**config.mk**
```make
export PLATFORM = sky130hd
export DESIGN_NAME = alarm_timer
export DESIGN_NICKNAME = d
export VERILOG_FILES = /design/src/rtl/alarm_timer.sv
export SDC_FILE = /design/constraint.sdc
export NUM_CORES = 1
export LEC_CHECK = 0
export CAP_MARGIN = 5
export CORE_MARGIN = 2
export CORE_UTILIZATION = 45
export CTS_CLUSTER_DIAMETER = 200
export DETAILED_ROUTE_END_ITERATION = 12
export GPL_ROUTABILITY_DRIVEN = 0
export PLACE_DENSITY = 0.63
export SKIP_CTS_REPAIR_TIMING = 1
export SYNTH_ARGS = -nofsm -noshare
export SYNTH_HDL_FRONTEND = slang
export SYNTH_SLANG_ARGS = --single-unit
export TNS_END_PERCENT = 1
```
**constraint.sdc**
```tcl
create_clock -name clock -period 2.9 [get_ports clock]
set_input_delay 0.435 -clock clock [delete_from_list [all_inputs] [get_ports clock]]
set_output_delay 0.435 -clock clock [all_outputs]
set_load 0.01 [all_outputs]
```
**src/rtl/alarm_timer.sv**
```systemverilog
// Alarm interval timer: free-running 1 Hz prescaler, seconds down-counter and expiry pulse.
// Define ALARM_TIMER_HALF_HZ_EN to build the half-rate siren strobe (half_hz_enable).
module alarm_timer #(
    parameter int CLK_FREQ = 100000000
) (
    input  logic       clock,
    input  logic       reset,
    input  logic       start_timer,
    input  logic       stop_timer,
    input  logic [3:0] value,
    output logic       expired,
    output logic       busy,
    output logic [3:0] count,
    output logic       one_hz_enable,
    output logic       half_hz_enable
);

    localparam int PW = $clog2(CLK_FREQ);
    localparam logic [PW-1:0] PRESCALE_LAST = PW'(CLK_FREQ - 1);

    typedef enum logic [1:0] {
        IDLE,
        COUNTING,
        EXPIRED
    } state_t;

    state_t        state_q;
    state_t        state_d;
    logic [PW-1:0] prescaler;
    logic          start_load;
    logic          last_second;

    // A stop request always wins, so a start only takes effect when stop is low.
    assign start_load  = start_timer && !stop_timer;
    assign last_second = (count == 4'd1);

    always_ff @(posedge clock or negedge reset) begin
        if (!reset) begin
            prescaler <= '0;
        end else if (start_load || (prescaler == PRESCALE_LAST)) begin
            prescaler <= '0;
        end else begin
            prescaler <= prescaler + PW'(1);
        end
    end

    assign one_hz_enable = (prescaler == PRESCALE_LAST);

`ifdef ALARM_TIMER_HALF_HZ_EN
    logic phase;

    always_ff @(posedge clock or negedge reset) begin
        if (!reset) begin
            phase <= 1'b0;
        end else if (start_load) begin
            phase <= 1'b0;
        end else if (one_hz_enable) begin
            phase <= ~phase;
        end
    end

    assign half_hz_enable = one_hz_enable && phase;
`else
    assign half_hz_enable = 1'b0;
`endif

    always_ff @(posedge clock or negedge reset) begin
        if (!reset) begin
            state_q <= IDLE;
        end else begin
            state_q <= state_d;
        end
    end

    always_comb begin
        state_d = state_q;
        if (stop_timer) begin
            state_d = IDLE;
        end else if (start_timer) begin
            state_d = (value != 4'd0) ? COUNTING : EXPIRED;
        end else begin
            case (state_q)
                COUNTING: begin
                    if (one_hz_enable && last_second) begin
                        state_d = EXPIRED;
                    end
                end
                EXPIRED:  state_d = IDLE;
                default:  state_d = IDLE;
            endcase
        end
    end

    always_comb begin
        busy    = 1'b0;
        expired = 1'b0;
        case (state_q)
            COUNTING: busy    = 1'b1;
            EXPIRED:  expired = 1'b1;
            default: begin
                busy    = 1'b0;
                expired = 1'b0;
            end
        endcase
    end

    // Count is only ever nonzero while COUNTING, so the tick that leaves 1 lands on 0.
    always_ff @(posedge clock or negedge reset) begin
        if (!reset) begin
            count <= 4'd0;
        end else if (stop_timer) begin
            count <= 4'd0;
        end else if (start_timer) begin
            count <= value;
        end else if ((state_q == COUNTING) && one_hz_enable) begin
            count <= count - 4'd1;
        end
    end

endmodule

```
==> flow_summary_export.csv, run 1 <==
group,metric,value,unit
global_routing,grt.total_usage,0.198,
setup_path,critPathLaunchType,"flop",
floorplanning,die_height,68.8,um
timing,setup_tns,0,ns
global_routing,grt_pass1_vias,1557,
cts,htree_levels,2,
synth,synth_common_cells,"dfrtp_1, nor2_1, nand4_1",
global_routing,overflow,0,
cts,cts.clk_slew.worst_paths,0.07,ns
cts,cts.sinks,33,
setup_path,reg2reg_depth,5,
route,wirelength,3970,um
timing,period_share,0.919,
synth,yosysMostFrequentCell,"dfrtp_1",
route,via_per_inst,5.88,
synth,synth-async-reset-ratio,1.00,
route,drc,0,
power_and_ir_drop,p_leak,0.860,nW
place,dp_cells,256,
setup_path,path_delay_family,"simple AND/OR/NAND/NOR gates",
global_routing,antenna_found_initial,0,
synth,syn_area,1890,um2
synth,syn_inst,200,
setup_path,rr_endpoint,"prescaler[26]$_DFF_PN0_",
cts,clockBufferDepth,2,
hold_path,hold_class,"reg -> reg",
setup_path,r2r_start,"prescaler[0]$_DFF_PN0_",
synth,synth_area_leader_cell,"dfrtp_1",
synth,synth_xor_area_frac,0.0789,
synth,synth_top_family_by_area,"simple AND/OR/NAND/NOR gates",
power_and_ir_drop,p_per_area,477,nW/um2
setup_path,cp_max_fo,5,
layout,drive_above_1_share,0.0748,
setup_path,r2r_setup_slack,0.59,ns
place,io_buffer_count,14,
setup_path,crit_start,"prescaler[0]$_DFF_PN0_",
layout,finalNetCount,224,
route,num_vias,1552,
setup_path,worst-path-buf-inv,1,
floorplanning,core_area,4030,um2
route,drtAntennaViolNets,0,
setup_path,cp_num_cells,5,
setup_path,cp-end-kind,"primary output",
floorplanning,io_pins,16,
cts,cts_buffers,5,
synth,ys.flop_type,"dfrtp_1",
layout,stdcell_count,264,
timing,clock.fmax,375,MHz
route,wl_per_cell,15.0,um
synth,synthMuxAreaShare,0.0166,
timing,drv_slew,0,
floorplanning,row_count,23,
synth,ys_types,42,
synth,synthSimpleGateAreaFrac,0.301,
floorplanning,die_x,68.8,um
route,drt-initial-drc-count,55,
timing,hold_viol,0,
synth,synth_compound_area_frac,0.103,
synth,yosysSeqAreaShare,0.437,
synth,yosys-top-cells-area,"dfrtp_1, nor2_1, xnor2_1, xor2_1, nand4_1",
flow_run,maxCapViolCount,0,
place,hpwlAfterDp,2830,um
setup_path,cp.arrival,2.23,ns
setup_path,path_cells,"ha_1 -> and3_1 -> nand4_1 -> nor3_1 -> clkdlybuf4s50_1",
global_routing,grt_pass1_wl,6920,um
setup_path,critPathKind,"reg -> out",
floorplanning,dieArea,4730,um2
synth,yosysTopAreaCellShare,0.437,
setup_path,slowest_stage,"clkdlybuf4s50_1",
timing,fin_crit,2.66,ns
timing,setup_viol,0,
floorplanning,start_util,0.469,
synth,synth-adder-area-share,0.0199,
timing,finClkSkew,0.00206,ns
layout,antennaDiodeCount,0,
synth,synth_seq_cells,33,
run_status,status,"finished, final reports clean",
setup_path,max_stage_delay,0.57,ns
synth,synth_edf_count,0,
global_routing,grt_max_degree,34,
route,dr.pass1.iters,4,
layout,area_growth,14.1,%
synth,synth.avg_cell_area,9.44,um2
setup_path,worstSetupEndpoint,"one_hz_enable",
cts,clock_latency,0.29,ns
cts,cts-root-buf,"clkbuf_8",
synth,synthesis.nets,211,
cts,cts_tree,"done",
power_and_ir_drop,peakVddDrop,223,uV
synth,ys_warn_count,0,
timing,rsz0062_at_grt,"no",
setup_path,cp_data_required_time,2.47,ns
layout,fillers,392,
-- routing by layer --
layer | part of all wire | GRT usage | wire length [um] | up-vias
li1 | - | - | - | 757
met1 | 0.46 | 0.233 | 1840 | 756
met2 | 0.47 | 0.339 | 1880 | 32
met3 | 0.047 | 0.0601 | 188 | 7
met4 | 0.014 | 0.0735 | 54 | 0
met5 | 0 | 0 | 0 | -
-- cell type report --
type                       instances  area, um2  area share
clock buffer                       7       96.3      0.0447
clock inverter                     1       5.00     0.00232
inverter                           7       26.3      0.0122
multi-input combinational        150        983       0.456
sequential                        33        826       0.383
tap                               50       62.6      0.0290
timing repair buffer              16        155      0.0720
-- stage by stage --
step / setup WS, ns / hold slack [ns] / cell area, um2 / utilization / total power [mW]
6_report: 0.235 / 0.521 / 2150 / 0.535 / 1.03
5_1_grt: 0.0673 / 0.564 / 2150 / 0.535 / 1.09
4_1_cts: 0.239 / 0.523 / 2150 / 0.535 / 1.04
3_5_place_dp: 0.559 / 0.513 / 2050 / 0.510 / 0.656
3_3_place_gp: 0.601 / 0.483 / 2050 / 0.510 / 0.648
2_1_floorplan: 0.857 / 0.139 / 1890 / - / 0.602
-- cell families (layout without fill, tap and decap cells) --
| kind of cell | after synthesis | after routing |
|---|---|---|
| simple gates | 96 | 96 |
| flops | 33 | 33 |
| compound gates | 30 | 30 |
| xor+xnor | 17 | 17 |
| buf+inv | 17 | 31 |
| fa+ha+maj | 3 | 3 |
| mux | 3 | 3 |
| other cells | 1 | 1 |
-- worst min path at each step --
stage | from | to | slack (ns) | depth (start not counted)
global route | prescaler[0]$_DFF_PN0_ | prescaler[0]$_DFF_PN0_ | 0.56 | 1
floorplan | reset | count[0]$_DFFE_PN0P_ | 0.14 | 0
CTS | prescaler[0]$_DFF_PN0_ | prescaler[0]$_DFF_PN0_ | 0.52 | 1
finish | prescaler[0]$_DFF_PN0_ | prescaler[0]$_DFF_PN0_ | 0.52 | 1
detailed placement | prescaler[0]$_DFF_PN0_ | prescaler[0]$_DFF_PN0_ | 0.51 | 1
global placement | prescaler[0]$_DFF_PN0_ | prescaler[0]$_DFF_PN0_ | 0.48 | 1
-- sequential cells by signal (all words and copies together) (netlist names) --
name	cells
count	4
state_q	2
prescaler	27
-- cell usage in the layout (no fill, tap or decap), types with 7 or more instances in the layout --
| master | instances |
|---|---|
| xnor2_1 | 9 |
| nor4_1 | 8 |
| clkdlybuf4s50_1 | 14 |
| clkbuf_8 | 7 |
| nand3_1 | 10 |
| nand4_1 | 11 |
| xor2_1 | 8 |
| nand2_1 | 8 |
| a21oi_1 | 10 |
| or4_1 | 7 |
| nor2_1 | 24 |
| dfrtp_1 | 33 |
| inv_1 | 7 |
-- power by group --
| group | total [mW] | switching, mW | internal (mW) | leakage [nW] |
|---|---|---|---|---|
| Combinational | 0.119 | 0.0609 | 0.0586 | 0.360 |
| Clock | 0.381 | 0.167 | 0.214 | 0.0542 |
| Sequential | 0.527 | 0.0380 | 0.489 | 0.445 |
| Total | 1.03 | 0.266 | 0.762 | 0.860 |
Note: power is estimated with default switching activity, not from simulation.
==> run 2: changes to the inputs <==
SLEW_MARGIN = 0   (was unset)
==> results of run 2 <==
The final DEF is identical to that of run 1; final timing and power are the same.
==> run 3: changes to the inputs <==
ABC_CLOCK_PERIOD_IN_PS = 2900   (was unset)
==> results of run 3 <==
The final DEF is identical to that of run 1; final timing and power are the same.
